<file path="config.mk">
export PLATFORM = sky130hd
export DESIGN_NAME = fetch_stage
export DESIGN_NICKNAME = d
export VERILOG_FILES = /design/src/rtl/fetch_stage.sv
export SDC_FILE = /design/constraint.sdc
export NUM_CORES = 1
export LEC_CHECK = 0
export CAP_MARGIN = 20
export CORE_UTILIZATION = 53
export DETAILED_ROUTE_END_ITERATION = 6
export PLACE_DENSITY = 0.88
export SYNTH_ARGS = -nofsm -noshare
export SYNTH_HDL_FRONTEND = slang
export SYNTH_SLANG_ARGS = --single-unit
</file>
<file path="constraint.sdc">
create_clock -name clk_i -period 7.77 [get_ports clk_i]
set_input_delay 1.554 -clock clk_i [delete_from_list [all_inputs] [get_ports clk_i]]
set_output_delay 1.554 -clock clk_i [all_outputs]
set_load 0.005 [all_outputs]
</file>
<file path="src/rtl/fetch_stage.sv">
// Instruction fetch stage: owns the PC, issues single-outstanding word
// fetches and hands (instruction, pc) pairs to decode over valid/ready.
// PC redirects come from debug, interrupt and branch requests.
module fetch_stage (
  input  logic        clk_i,
  input  logic        rst_i,
  input  logic        branch_i,
  input  logic [31:0] branch_target_i,
  input  logic        irq_i,
  input  logic        drq_i,
  output logic        if_req_o,
  output logic [31:0] if_addr_o,
  input  logic        if_ack_i,
  input  logic [31:0] if_data_i,
  output logic        output_valid_o,
  input  logic        output_ready_i,
  output logic [31:0] instr_o,
  output logic [31:0] pc_o
);
  // ecap5_dproc_pkg address map
  localparam logic [31:0] BOOT_ADDRESS      = 32'h0000_0000;
  localparam logic [31:0] INTERRUPT_ADDRESS = 32'hFF00_000A;
  localparam logic [31:0] DEBUG_ADDRESS     = 32'hFF00_000B;

  typedef enum logic [1:0] {S_IDLE, S_REQ, S_OUT} state_t;

  state_t      r_state, w_state_nxt;
  logic        r_req, w_req_nxt;
  logic [31:0] r_addr, w_addr_nxt;
  logic        r_valid, w_valid_nxt;
  logic [31:0] r_instr, w_instr_nxt;
  logic [31:0] r_pc, w_pc_nxt;
  logic        r_pending, w_pending_nxt;
  logic [1:0]  r_pend_prio, w_pend_prio_nxt;   // 3=debug 2=irq 1=branch
  logic [31:0] r_pend_target, w_pend_target_nxt;

  logic        w_event;
  logic [1:0]  w_event_prio;
  logic [31:0] w_event_target;
  logic        w_redirect;
  logic [31:0] w_target;

  // Highest-priority new event this cycle; lower ones are dropped
  always_comb begin
    w_event_prio   = 2'd0;
    w_event_target = 32'h0;
    if (drq_i) begin
      w_event_prio   = 2'd3;
      w_event_target = DEBUG_ADDRESS;
    end else if (irq_i) begin
      w_event_prio   = 2'd2;
      w_event_target = INTERRUPT_ADDRESS;
    end else if (branch_i) begin
      w_event_prio   = 2'd1;
      w_event_target = branch_target_i;
    end
  end

  assign w_event    = drq_i | irq_i | branch_i;
  assign w_redirect = w_event | r_pending;
  assign w_target   = w_event ? w_event_target : r_pend_target;

  // Next-state and next-output computation
  always_comb begin
    w_state_nxt       = r_state;
    w_req_nxt         = r_req;
    w_addr_nxt        = r_addr;
    w_valid_nxt       = r_valid;
    w_instr_nxt       = r_instr;
    w_pc_nxt          = r_pc;
    w_pending_nxt     = r_pending;
    w_pend_prio_nxt   = r_pend_prio;
    w_pend_target_nxt = r_pend_target;
    case (r_state)
      S_IDLE: begin
        if (w_redirect) begin
          w_addr_nxt      = w_target;
          w_pending_nxt   = 1'b0;
          w_pend_prio_nxt = 2'd0;
        end
        w_req_nxt   = 1'b1;
        w_state_nxt = S_REQ;
      end
      S_REQ: begin
        if (if_ack_i) begin
          w_req_nxt = 1'b0;
          if (w_redirect) begin
            // fetched word belongs to the abandoned path
            w_addr_nxt      = w_target;
            w_pending_nxt   = 1'b0;
            w_pend_prio_nxt = 2'd0;
            w_state_nxt     = S_IDLE;
          end else begin
            w_instr_nxt = if_data_i;
            w_pc_nxt    = r_addr;
            w_valid_nxt = 1'b1;
            w_addr_nxt  = r_addr + 32'd4;
            w_state_nxt = S_OUT;
          end
        end else if (w_event && (!r_pending || w_event_prio >= r_pend_prio)) begin
          // address must stay stable while the request is outstanding
          w_pending_nxt     = 1'b1;
          w_pend_prio_nxt   = w_event_prio;
          w_pend_target_nxt = w_event_target;
        end
      end
      S_OUT: begin
        if (w_redirect) begin
          w_valid_nxt = 1'b0;
          w_addr_nxt  = w_target;
          w_state_nxt = S_IDLE;
        end else if (output_ready_i) begin
          w_valid_nxt = 1'b0;
          w_state_nxt = S_IDLE;
        end
      end
      default: w_state_nxt = S_IDLE;
    endcase
  end

  // State and output registers
  always_ff @(posedge clk_i or posedge rst_i) begin
    if (rst_i) begin
      r_state       <= S_IDLE;
      r_req         <= 1'b0;
      r_addr        <= BOOT_ADDRESS;
      r_valid       <= 1'b0;
      r_instr       <= 32'h0;
      r_pc          <= 32'h0;
      r_pending     <= 1'b0;
      r_pend_prio   <= 2'd0;
      r_pend_target <= 32'h0;
    end else begin
      r_state       <= w_state_nxt;
      r_req         <= w_req_nxt;
      r_addr        <= w_addr_nxt;
      r_valid       <= w_valid_nxt;
      r_instr       <= w_instr_nxt;
      r_pc          <= w_pc_nxt;
      r_pending     <= w_pending_nxt;
      r_pend_prio   <= w_pend_prio_nxt;
      r_pend_target <= w_pend_target_nxt;
    end
  end

  assign if_req_o       = r_req;
  assign if_addr_o      = r_addr;
  assign output_valid_o = r_valid;
  assign instr_o        = r_instr;
  assign pc_o           = r_pc;

endmodule

</file>
==> results.txt, run 1 <==
The initial core utilization is between 50% and 60%. The via count normalized by instance count is 6.037. In the final routed layout, each cell accounts on average for 19.32 um. The longest individual stage delay on the worst path is 640 ps. The antenna diode instance count is 0. Among all stages on the critical path, the largest delay is contributed by sky130_fd_sc_hd__or4_1.

Measured against the total synthesized area, the mux share comes to 14.64%. The warning count from the yosys run came out at 0. The share of async-settable or async-resettable flops after synthesis is 100.0%.

The fraction of power spent switching nets came out at 24.76%. In this run the worst hold path is classified as reg2reg. The worst relative slew slack is 32.54%.

Data on the critical path is required at its endpoint by 8080 ps. The signal on the critical path passes through clkdlybuf4s50_1 -> nor2_2 -> inv_2 -> ha_1 -> a21oi_1 -> or4_1 -> buf_16 -> nand2_1 -> o21ai_0. The timing-limited maximum frequency is 245.9 MHz.

The kind of start point of the critical path is an input port. Setup violations remaining at the end of the flow were counted as 0. The clock passes through at most 2 buffers. The final wirelength is 18.61 mm. In the final timing run, aggregate negative setup slack is 0 ps. The number of enable-type register cells in the synthesized netlist is 0. The post-synthesis average cell area is 10.47 um^2. Across the VDD grid, the largest voltage drop is 163.5 uV. TritonCTS built the clock tree. The flow ran to the end, and the final reports show no timing, DRC or antenna violations. In this run the clock root is driven by a sky130_fd_sc_hd__clkbuf_16. The initial antenna violation count is 0. The clock-pin slew on the worst setup and hold paths came out at 60 ps. The total standard cell area after synthesis came out at around 0.0066 mm^2. Of the total synthesized cell area, the portion taken by full adders, half adders and majority gates is 0.5702%. The clock latency on the worst-skew pair is 430 ps.

Between clock sinks in the finished design, the worst skew comes to ~13 ps. The count of buffers added on input and output ports is 168. The height of the die came out at ~110 um. For this run, the leading register cell type out of synthesis is sky130_fd_sc_hd__dfrtp_1. The power spent charging and discharging nets is 0.6192 mW. The net count reported at finish came out at 856.

The cell area power density is 274.3 mW/mm^2. The maximum number of pins on one net before global-route repair came out at 81. By area, the combinational part of the netlist is dominated by simple AND/OR/NAND/NOR gates. The total of max-cap violations is 0. The number of clock buffers inserted by TritonCTS is 17.

The share of synthesized cell area in and, or, nand and nor gates came out at 16.31%. The critical path in this run is classified as in2reg. The slew at the pin closest to its max-slew limit is 1012 ps. In this run the remaining antenna-violating nets after routing total 0. During I/O placement, the number of pins put on the boundary was 169.

The first global-routing pass estimated 29.16 mm of wire. The number of cells produced by synthesis is 629. Counting every sink on the clock net gives between 100 and 150. The overall routing resource usage came out at approximately 30%. The largest fanout of any net on the critical path is 33. For this design the static power due to leakage is 3.931 nW.

The register bit count reported by yosys came out at about 140. Summing the areas of all compound-gate instances in the mapped netlist gives 13.08% of the synthesized area. The post-CTS repair timing setup buffer count is 0.

For this design, the CTS-stage hold fixing added 0 buffers. The vias after detailed routing came out at between 5000 and 6000. Per report_power, the sequential group accounts for between 30% and 40% of the total. The synthesized netlist devotes 0% of its cell area to XOR and XNOR gates. The weighted congestion reported at the end of routability-driven placement is 0.9102. The width of the chip is 113.4 um. The estimated wirelength of the detail-placed design is around 12 mm. The number of instances resized during post-cts repair came out at 0. Data on the critical path arrives at its endpoint at 4370 ps. The count of endpoints failing hold in the final timing report came to 0. The fraction of final layout cells with drive strength greater than 1 came out at 16.48%.

The max-slew violation count came out at 0. The clock share of power is 40.3%. The endpoint type of the worst setup path is a flip-flop.

The number of rows in the core area came out at 40. The share of the cycle needed by the critical path after routing is 52.33%. The number of DRC violations after detailed routing is 0. The H-tree generated during clock tree synthesis spans 4 levels. Setup repair after global routing left no endpoint under its margin.

The total overflow reported by the global router is 0. The net count of the mapped netlist came out at between 700 and 800. After synthesis, flip-flops and latches occupy 51.32% of the total area. Counting the fill cells in the layout gives roughly 800. The via count of the first global-routing pass came out at 5778.

The part of the total power dissipated in combinational logic is between 20 and 25%. The final critical delay including setup and external delays is 4066 ps. The distinct cell type count after synthesis came out at 61.

The internal power of the cells totals 1.882 mW. The full die area came out at 0.01287 mm^2. The pre-antenna-repair detailed-routing pass consisted of 5 iterations. The final design utilization came out at between 70% and 80%. The area of the core came out at 0.01206 mm^2. The detailed router finished its first iteration with 400 violations. Relative to the synthesized area, the layout overhead comes to 38.49%.
layout make-up:
type | instances | area, um^2 | area share (%)
repair buffers | 177 | 1804 | 19.79
well taps | 168 | 210.2 | 2.306
clock buffers | 19 | 432.9 | 4.749
clock inverters | 13 | 299.0 | 3.280
multi-input cells | 440 | 2945 | 32.31
flip-flops and latches | 135 | 3378 | 37.06
inverters | 11 | 46.29 | 0.5078
metal layers:
| layer | GRT usage (%) | up-vias | wire length, um |
|---|---|---|---|
| li1 | - | 2583 | - |
| met1 | 35.18 | 2817 | 7297 |
| met2 | 48.22 | 344 | 9190 |
| met3 | 7.014 | 70 | 1285 |
| met4 | 19.82 | 0 | 835 |
| met5 | 0 | - | 0 |
power by group through the flow:
stage	clock network (mW)	registers (mW)	logic (mW)
2_1_floorplan	0	0.936	0.215
3_3_place_gp	0	0.942	0.520
3_5_place_dp	0	0.953	0.540
4_1_cts	1.01	0.943	0.545
5_1_grt	1.05	0.960	0.592
6_report	1.01	0.944	0.549
synth_stat cells, drive strengths merged (2+ instances only):
cell | instances | area (um^2)
and3 | 4 | 26.28
mux2 | 66 | 743.2
inv | 11 | 41.29
dfrtp | 135 | 3378
a21o | 3 | 22.52
o2bb2ai | 2 | 17.52
nor4b | 2 | 23.77
nor3 | 13 | 75.07
or3 | 2 | 22.52
clkbuf | 25 | 125.1
o31ai | 2 | 15.01
a211o | 2 | 17.52
nor2 | 32 | 155.2
nand4 | 9 | 68.81
and4 | 7 | 63.81
o22ai | 5 | 31.28
nor4 | 3 | 18.77
a22oi | 2 | 15.01
ha | 3 | 37.54
nor2b | 4 | 25.02
a2bb2oi | 2 | 17.52
nand2 | 91 | 341.6
a21oi | 41 | 205.2
o21ai | 45 | 236.5
nand2b | 5 | 31.28
a311oi | 9 | 85.08
o22a | 6 | 53.80
buf | 18 | 102.6
or4 | 2 | 18.77
a211oi | 4 | 30.03
or3b | 2 | 17.52
a31oi | 10 | 62.56
and2 | 2 | 12.51
nor3b | 3 | 27.52
mux2i | 22 | 220.2
nand3 | 29 | 145.1
stage by stage:
step	power, mW	setup slack (ps)	hold WS, ps	instance area, um^2	cells
4_1_cts	2.501	3361	467.2	9034	960
6_report	2.501	3704	463.8	9116	963
3_3_place_gp	1.462	3021	442.0	8302	928
2_1_floorplan	1.152	2605	430.9	6583	629
3_5_place_dp	1.493	2905	454.7	8302	928
5_1_grt	2.602	3580	490.4	9116	963
kinds of logic after synthesis:
| logic type | after synthesis |
|---|---|
| flip-flops | 135 |
| AO/OA/AOI/OAI | 139 |
| multiplexers | 88 |
| AND/OR/NAND/NOR | 210 |
| buffers and inverters | 54 |
| adder cells (fa/ha/maj) | 3 |
path summary, 6_finish.rpt:
check,from,cells past startpoint,to,slack (ps)
worst min register to register,r_pend_target[24],2,r_pend_target[24],460
worst max register to register,r_state[0],5,if_addr_o[22],5070
min in group asynchronous,rst_i,2,instr_o[30],1560
worst min-delay path,r_pend_target[24],2,r_pend_target[24],460
max in group asynchronous,rst_i,4,pc_o[18],5200
worst max-delay path,drq_i,9,r_pend_target[30],3700
state kept, by name, indices dropped and copies added, names as in the netlist:
signal and count:
instr_o 32, pc_o 32, r_pend_prio 2, r_pending 1, if_addr_o 32, r_pend_target 32
output_valid_o 1, if_req_o 1, r_state 2
worst max-delay path: cells and delay by family:
family | cells | cell delay, ps
simple gates | 3 | 1200
buf+inv | 3 | 1050
fa+ha+maj | 1 | 370
compound gates | 2 | 180
layout by cell type (no fill, tap or decap), types with 3 or more instances in the layout:
cell | Yosys | final
sky130_fd_sc_hd__nor3_1 | 11 | 11
sky130_fd_sc_hd__nand3_1 | 29 | 29
sky130_fd_sc_hd__inv_1 | 9 | 8
sky130_fd_sc_hd__nand2b_1 | 5 | 5
sky130_fd_sc_hd__bufinv_16 | 0 | 9
sky130_fd_sc_hd__mux2i_1 | 22 | 21
sky130_fd_sc_hd__a21oi_1 | 41 | 41
sky130_fd_sc_hd__clkdlybuf4s50_1 | 0 | 167
sky130_fd_sc_hd__nor2_1 | 29 | 29
sky130_fd_sc_hd__ha_1 | 3 | 3
sky130_fd_sc_hd__nor2b_1 | 4 | 4
sky130_fd_sc_hd__o22ai_1 | 5 | 5
sky130_fd_sc_hd__o21ai_0 | 43 | 43
sky130_fd_sc_hd__a21o_1 | 3 | 3
sky130_fd_sc_hd__a311oi_1 | 8 | 8
sky130_fd_sc_hd__clkbuf_16 | 0 | 17
sky130_fd_sc_hd__and4_1 | 5 | 5
sky130_fd_sc_hd__buf_16 | 0 | 3
sky130_fd_sc_hd__mux2_2 | 66 | 66
sky130_fd_sc_hd__and3_1 | 3 | 3
sky130_fd_sc_hd__nand2_1 | 91 | 91
sky130_fd_sc_hd__a31oi_1 | 10 | 10
sky130_fd_sc_hd__a211oi_1 | 4 | 4
sky130_fd_sc_hd__buf_4 | 1 | 6
sky130_fd_sc_hd__dfrtp_1 | 135 | 135
sky130_fd_sc_hd__o22a_1 | 5 | 5
sky130_fd_sc_hd__nand4_1 | 7 | 7
(Power assumes the default switching activity.)
==> inputs of run 2 (changes only) <==
--- a/config.mk
+++ b/config.mk
@@ -6,9 +6,9 @@
 export NUM_CORES = 1
 export LEC_CHECK = 0
 export CAP_MARGIN = 20
-export CORE_UTILIZATION = 53
+export CORE_UTILIZATION = 49
 export DETAILED_ROUTE_END_ITERATION = 6
-export PLACE_DENSITY = 0.88
+export PLACE_DENSITY = 0.82
 export SYNTH_ARGS = -nofsm -noshare
 export SYNTH_HDL_FRONTEND = slang
 export SYNTH_SLANG_ARGS = --single-unit
==> constraint.sdc (replaced) <==
create_clock -name clk_i -period 4.1 [get_ports clk_i]
set_input_delay 0.82 -clock clk_i [delete_from_list [all_inputs] [get_ports clk_i]]
set_output_delay 0.82 -clock clk_i [all_outputs]
set_load 0.005 [all_outputs]
==> run 2 against run 1 <==
  * Global-route usage is 3.0 points lower
  * Power rose by 72%
  * Design area shrank 1.8%
  * Critical endpoint is now pc_o[3]
==> results.txt, run 2 (synthesis gave the netlist of run 1 again) <==
The setup slack of the most critical reg-to-reg path is 1500 ps (was 5070 ps). The number of rows in the core area came out at 41 (was 40). The global-route wire length before repair came to 29.11 mm (was 29.16 mm).

The via count of the first global-routing pass came out at 5690 (was 5778). The start-to-end type of the worst setup path is in2reg (unchanged). The count of endpoints failing hold in the final timing report is 0 (unchanged). The net count reported at finish is 858 (was 856).

The dominant delay contributor by cell family on the critical path is simple AND/OR/NAND/NOR gates (unchanged). The number of instances resized during post-cts repair is 0 (unchanged). The critical path depth came out at 7 (was 9). The number of clock sinks came out at 135 (unchanged).

The slew at the pin closest to its max-slew limit came out at 821.9 ps (was 1012 ps). The reg-to-reg critical path endpoint is if_addr_o[19] (was if_addr_o[22]). The worst setup margin is 1129 ps (was 3704 ps). The clock-pin slew on the worst setup and hold paths was 60 ps (about the same). The CTS tree is built (unchanged).

Chain of cells forming the critical path: clkdlybuf4s50_1 -> nor2_2 -> inv_2 -> or3_4 -> nor2_8 -> buf_4 -> mux2_2 (was clkdlybuf4s50_1 -> nor2_2 -> inv_2 -> ha_1 -> a21oi_1 -> or4_1 -> buf_16 -> nand2_1 -> o21ai_0). The cell area power density is 481.2 mW/mm^2 (was 274.3 mW/mm^2). The number of cells after detailed placement came out at 937 (was 928). The placement-stage worst setup slack was 735.3 ps (was 2905 ps).

The largest fanout of any net on the critical path is 24 (was 33). The estimated wirelength of the detail-placed design is 12.36 mm (was 12.41 mm). The antenna diode instance count came to 0 (unchanged). The final wirelength came out at 17.90 mm (was 18.61 mm).

The most frequent standard cell in the layout excluding fill and tap cells was sky130_fd_sc_hd__clkdlybuf4s50_1 (unchanged). The count of nets left with antenna violations after detail routing came out at 0 (unchanged). The number of filler cells placed in the layout came out at 944 (was 795). The path category of the worst min-delay check is reg2reg (unchanged). The full die area came to 0.01390 mm^2 (was 0.01287 mm^2). Dividing the final minimum period by the clock period gives 72.47%. The vias after detailed routing came out at 5722 (was 5814). The max-slew violation count is 0 (unchanged). The worst-path cell with the longest stage delay is sky130_fd_sc_hd__clkdlybuf4s50_1 (was sky130_fd_sc_hd__or4_1). Run status: finished, final reports clean (unchanged). Setup repair after global routing missed its margin: no (unchanged). The worst-case clock buffer depth came out at 2 (unchanged). The launch point of the critical path is drq_i (unchanged). The total overflow reported by the global router is 0 (unchanged). The endpoint type of the worst setup path was a flip-flop (unchanged).

The storage element area came to 0.003378 mm^2 (unchanged). The post-CTS repair timing setup buffer count is 0 (unchanged). The end point of the critical path was pc_o[3] (was r_pend_target[30]). The final standard cell count with taps included and fillers excluded is 969 (was 963). The total negative setup slack came to 0 ps (unchanged). The height of the die came to 117.9 um (was 113.4 um). The timing-limited maximum frequency came out at 336.5 MHz. The clock skew after layout is 13.27 ps (was 13.29 ps).

The maximum level of the CTS H-tree is 4 (unchanged). Most used cells in the layout excluding fill and tap cells: 167 x sky130_fd_sc_hd__clkdlybuf4s50_1, 135 x sky130_fd_sc_hd__dfrtp_1, 91 x sky130_fd_sc_hd__nand2_1, 66 x sky130_fd_sc_hd__mux2_2, 43 x sky130_fd_sc_hd__o21ai_0 (unchanged). The average routed wire per standard cell came out at 18.47 um (was 19.32 um). The number of DRC violations after detailed routing is 0 (unchanged). The number of clock buffers inserted by TritonCTS is 17 (unchanged).

The worst relative slew slack came out at 44.79% (was 32.54%). The initial antenna violation count is 0 (unchanged). The via count normalized by instance count is 5.905 (was 6.037). The startpoint of the worst-slack reg-to-reg timing path is r_state[0] (unchanged). The area of the core is 0.01288 mm^2 (was 0.01206 mm^2). The clock latency on the worst-skew pair is 420 ps (was 430 ps).

The worst-case vdd ir drop is 244.0 uV (was 163.5 uV). The count of endpoints failing setup in the final report came to 0 (unchanged). The width of the chip came out at 117.9 um (was 113.4 um). The number of buffers added to fix hold violations after cts came to 0 (unchanged). The initial core utilization came out at 51.12% (was 54.57%). Counting I/O delays and the setup requirement, the final critical path takes 2971 ps. The layout-stage area growth over the synthesis result came to 36.04% (was 38.49%). The depth of the worst register-to-register path is 5 (unchanged). The overall routing resource usage came to 26.56% (was 29.60%). The leakage power is 3.861 nW (was 3.931 nW). The number of placed I/O pins came out at 169 (unchanged). The longest individual stage delay on the worst path is 490 ps (was 640 ps).

The multi-input combinational cell area is 0.002945 mm^2 (unchanged). The data arrival at the endpoint of the critical path was 3270 ps (was 4370 ps). The root buffer cell was sky130_fd_sc_hd__clkbuf_16 (unchanged). The number of search-and-repair iterations in the first detailed-routing pass came to 5 (unchanged). The number of buffers and inverters on the critical path is 3 (unchanged). The maximum number of pins on one net before global-route repair is 136 (was 81). The post-route worst hold slack is 461.7 ps (was 463.8 ps).

The kind of start point of the critical path is an input port (unchanged). The endpoint required time on the critical path is 4400 ps (was 8080 ps). The total of max-cap violations is 0 (unchanged).

The violation count after the first detailed-routing iteration is 597 (was 400). The count of port buffers added during placement came out at 168 (unchanged). The weighted congestion reported at the end of routability-driven placement is 0.9037 (was 0.9102). The fraction of final layout cells with drive strength greater than 1 is 16.56% (was 16.48%).
==> run 2: changes by cell type in the layout (fill, tap and decap cells not counted), moves of 2 or more <==
cell                        before  now
sky130_fd_sc_hd__clkbuf_8        0    4
sky130_fd_sc_hd__buf_4           6    9
sky130_fd_sc_hd__bufinv_16       9    2
sky130_fd_sc_hd__buf_16          3    0
sky130_fd_sc_hd__clkinv_2        1    4
sky130_fd_sc_hd__buf_12          0    2
==> run 2: worst min path at each step <==
stage	to	cells past startpoint	startpoint
after CTS	r_pend_target[24]	2	r_pend_target[24]
after global routing	r_pend_target[20]	2	r_pend_target[20]
after floorplan	r_pend_target[24]	2	r_pend_target[24]
after global placement	r_pend_target[8]	2	r_pend_target[8]
final	r_pend_target[24]	2	r_pend_target[24]
after detailed placement	r_pend_target[24]	2	r_pend_target[24]
==> run 2: final cells by class <==
cell class / instances / area share (%)
inverters: 11 / 0.5030
clock buffers: 24 / 5.491
multi-input cells: 440 / 32.89
flip-flops and latches: 135 / 37.73
clock inverters: 8 / 1.062
repair buffers: 179 / 19.92
well taps: 172 / 2.403
==> run 2: layer usage <==
layer  wire length [um]  vias up  GRT usage (%)
met5                  0        -              0
met4                531        0          13.14
met3               1283       46          6.153
met2               8763      312          43.64
met1               7320     2785          32.79
li1                   -     2579              -
==> run 2: power by group <==
group | leakage (nW) | internal, mW | total, mW | switching (mW)
combinational | 1.91 | 0.647 | 1.03 | 0.378
sequential | 1.66 | 1.59 | 1.78 | 0.193
clock | 0.286 | 0.955 | 1.50 | 0.546
==> run 2: per-stage QoR <==
stage / utilization (%) / total power [mW] / instance area [um^2]
2_1_floorplan: - / 2.183 / 6586
3_3_place_gp: 64.99 / 2.779 / 8368
3_5_place_dp: 64.99 / 2.827 / 8368
4_1_cts: 69.55 / 4.339 / 8955
5_1_grt: 69.55 / 4.506 / 8955
6_report: 69.55 / 4.309 / 8955
==> run 2: tightest hold or removal path: cells and delay by family (launching register included) <==
family / cells / cell delay, ps
flip-flops: 1 / 330
AND/OR/NAND/NOR: 2 / 100
==> inputs of run 3 (changes only) <==
==> constraint.sdc (replaced) <==
create_clock -name clk_i -period 2.8 [get_ports clk_i]
set_input_delay 0.56 -clock clk_i [delete_from_list [all_inputs] [get_ports clk_i]]
set_output_delay 0.56 -clock clk_i [all_outputs]
set_load 0.005 [all_outputs]
==> run 3 against run 2 <==
  * Die area unchanged
  * Via count shrank 0.63%
  * Clock skew hardly changed
  * Core utilization up 2.0 points
  * Critical path depth is 3 higher
  * Cell count grew 1.7%
  * First-iteration DRC count fell by 29%
  * Wire length is 0.37% higher
  * Clock power is 67% higher
  * Flip-flop and latch count did not move
==> results.txt, run 3 (synthesis gave the netlist of run 1 again) <==
Run status: finished, final reports clean (unchanged). The slew at the pin closest to its max-slew limit came out at 881.8 ps (was 821.9 ps). The data arrival at the endpoint of the critical path came out at 2710 ps (was 3270 ps). The count of endpoints failing hold in the final timing report was 0 (unchanged). The worst-case clock buffer depth came to 2 (unchanged). The post-CTS repair timing setup buffer count is 0 (unchanged). The vias after detailed routing came out at 5686 (was 5722). The estimated wirelength of the detail-placed design came to 12.67 mm (was 12.36 mm). The largest fanout of any net on the critical path came to 22 (was 24).

The final wirelength came out at 17.97 mm (was 17.90 mm). The initial core utilization is 51.12% (unchanged). The launch point of the critical path is irq_i (was drq_i). The leakage power is 3.990 nW (was 3.861 nW). The via count normalized by instance count is 5.773 (was 5.905). The height of the die is 117.9 um (unchanged).

The max-slew violation count came to 0 (unchanged). The number of cells after detailed placement came to 953 (was 937). The origin of the worst min-delay path is r_pend_target[20] (was r_pend_target[24]). The share of the cycle needed by the critical path after routing came out at around 86%.

The clock skew after layout came out at 13.06 ps (was 13.27 ps). The endpoint type of the worst setup path is a flip-flop (unchanged). The total negative setup slack came to 0 ps (unchanged). Setup repair after global routing missed its margin: no (unchanged). The maximum number of pins on one net before global-route repair is 39 (was 136). The clock-pin slew on the worst setup and hold paths is 60 ps (about the same). The weighted congestion reported at the end of routability-driven placement came out at 0.8836 (was 0.9037).

The number of clock sinks came to 135 (unchanged). The initial antenna violation count came out at 0 (unchanged). The number of clock buffers inserted by TritonCTS is 17 (unchanged). The path category of the worst min-delay check is reg2reg (unchanged). The net count reported at finish came out at 874 (was 858). The endpoint required time on the critical path is 3080 ps (was 4400 ps). The layout-stage area growth over the synthesis result was 39.94% (was 36.04%). The clock latency on the worst-skew pair came to 430 ps (was 420 ps).

The cell area power density came out at 722.2 mW/mm^2 (was 481.2 mW/mm^2). The timing-limited maximum frequency came out at 413.1 MHz. The number of DRC violations after detailed routing is 0 (unchanged). The post-route worst hold slack is 471.8 ps (was 461.7 ps). The full die area is 0.01390 mm^2 (unchanged). The final critical delay including setup and external delays is 2421 ps.

The number of search-and-repair iterations in the first detailed-routing pass is 5 (unchanged). The most frequent standard cell in the layout excluding fill and tap cells is sky130_fd_sc_hd__clkdlybuf4s50_1 (unchanged). The fraction of final layout cells with drive strength greater than 1 is 18.33% (was 16.56%). The via count of the first global-routing pass is 5763 (was 5690).

The count of nets left with antenna violations after detail routing came out at 0 (unchanged). The worst-case vdd ir drop came to 404.8 uV (was 244.0 uV). The end point of the critical path is r_pend_target[0] (was pc_o[3]).

The final design utilization is 71.54% (was 69.55%). The count of port buffers added during placement came to 168 (unchanged). Most used cells in the layout excluding fill and tap cells: 167 x sky130_fd_sc_hd__clkdlybuf4s50_1, 135 x sky130_fd_sc_hd__dfrtp_1, 91 x sky130_fd_sc_hd__nand2_1, 66 x sky130_fd_sc_hd__mux2_2, 43 x sky130_fd_sc_hd__o21ai_0 (unchanged). The total power came to 6.653 mW (was 4.309 mW). The setup slack of the most critical reg-to-reg path is 380 ps (was 1500 ps). The overall routing resource usage is 27.25% (was 26.56%). The total of max-cap violations came to 0 (unchanged). The average routed wire per standard cell came out at 18.24 um (was 18.47 um). The violation count after the first detailed-routing iteration came out at 421 (was 597). The reg-to-reg critical path endpoint was if_addr_o[22] (was if_addr_o[19]). The antenna diode instance count is 0 (unchanged). The number of instances resized during post-cts repair was 0 (unchanged). The width of the chip was 117.9 um (unchanged). The total overflow reported by the global router is 0 (unchanged).

The global-route wire length before repair is 29.80 mm (was 29.11 mm). The number of placed I/O pins is 169 (unchanged). The maximum level of the CTS H-tree came to 4 (unchanged). The number of rows in the core area came to 41 (unchanged). The final standard cell count with taps included and fillers excluded came out at 985 (was 969). The kind of start point of the critical path is an input port (unchanged). The number of buffers added to fix hold violations after cts is 0 (unchanged). The worst relative slew slack is 40.76% (was 44.79%). The area of the core came out at 0.01288 mm^2 (unchanged).

The root buffer cell is sky130_fd_sc_hd__clkbuf_16 (unchanged). The start-to-end type of the worst setup path is in2reg (unchanged). The startpoint of the worst-slack reg-to-reg timing path is if_addr_o[2] (was r_state[0]). The CTS tree is built (unchanged). The count of endpoints failing setup in the final report came out at 0 (unchanged). The depth of the worst register-to-register path is 6 (was 5).
## run 3: stage by stage
stage                     instance area (um^2)  worst slack (ps)
after floorplan                           6591             100.9
after CTS                                 9211             416.2
after global routing                      9211             219.9
after global placement                    8551             142.5
final                                     9211             379.4
after detailed placement                  8551             22.10
## run 3: power by group
group,switching [mW],total [mW],internal (mW)
logic,0.571,1.55,0.981
registers,0.269,2.60,2.33
clock network,0.839,2.50,1.67
## run 3: how the worst min path moves through the flow
stage | endpoint | slack (ps) | cells past startpoint
finish | r_pend_target[20] | 470 | 2
floorplan | r_pend_target[24] | 430 | 2
CTS | r_pend_target[24] | 470 | 2
global route | r_pend_target[26] | 490 | 2
detailed placement | r_pend_target[24] | 460 | 2
global placement | r_pend_target[8] | 450 | 2
## run 3: routing by layer
| metal | routed length [um] | GRT usage (%) |
|---|---|---|
| met1 | 7545 | 33.81 |
| met2 | 8652 | 44.04 |
| met3 | 1224 | 7.364 |
| met4 | 542 | 12.90 |
| met5 | 0 | 0 |
## run 3: cell type report
type / count / area [um^2]
fillers: 923 / 3665
flip-flops and latches: 135 / 3378
multi-input cells: 440 / 2945
repair buffers: 195 / 1967
clock buffers: 19 / 432.9
clock inverters: 13 / 227.7
well taps: 172 / 215.2
inverters: 11 / 45.04
## run 3: critical path, cell delays in order
cell and delay [ps]:
sky130_fd_sc_hd__clkdlybuf4s50_1 460, sky130_fd_sc_hd__inv_1 110, sky130_fd_sc_hd__a21oi_1 90, sky130_fd_sc_hd__ha_1 280, sky130_fd_sc_hd__nand2b_1 110, sky130_fd_sc_hd__a21oi_1 110
sky130_fd_sc_hd__or4_1 540, sky130_fd_sc_hd__buf_4 240, sky130_fd_sc_hd__nand2_1 100, sky130_fd_sc_hd__o21ai_0 100
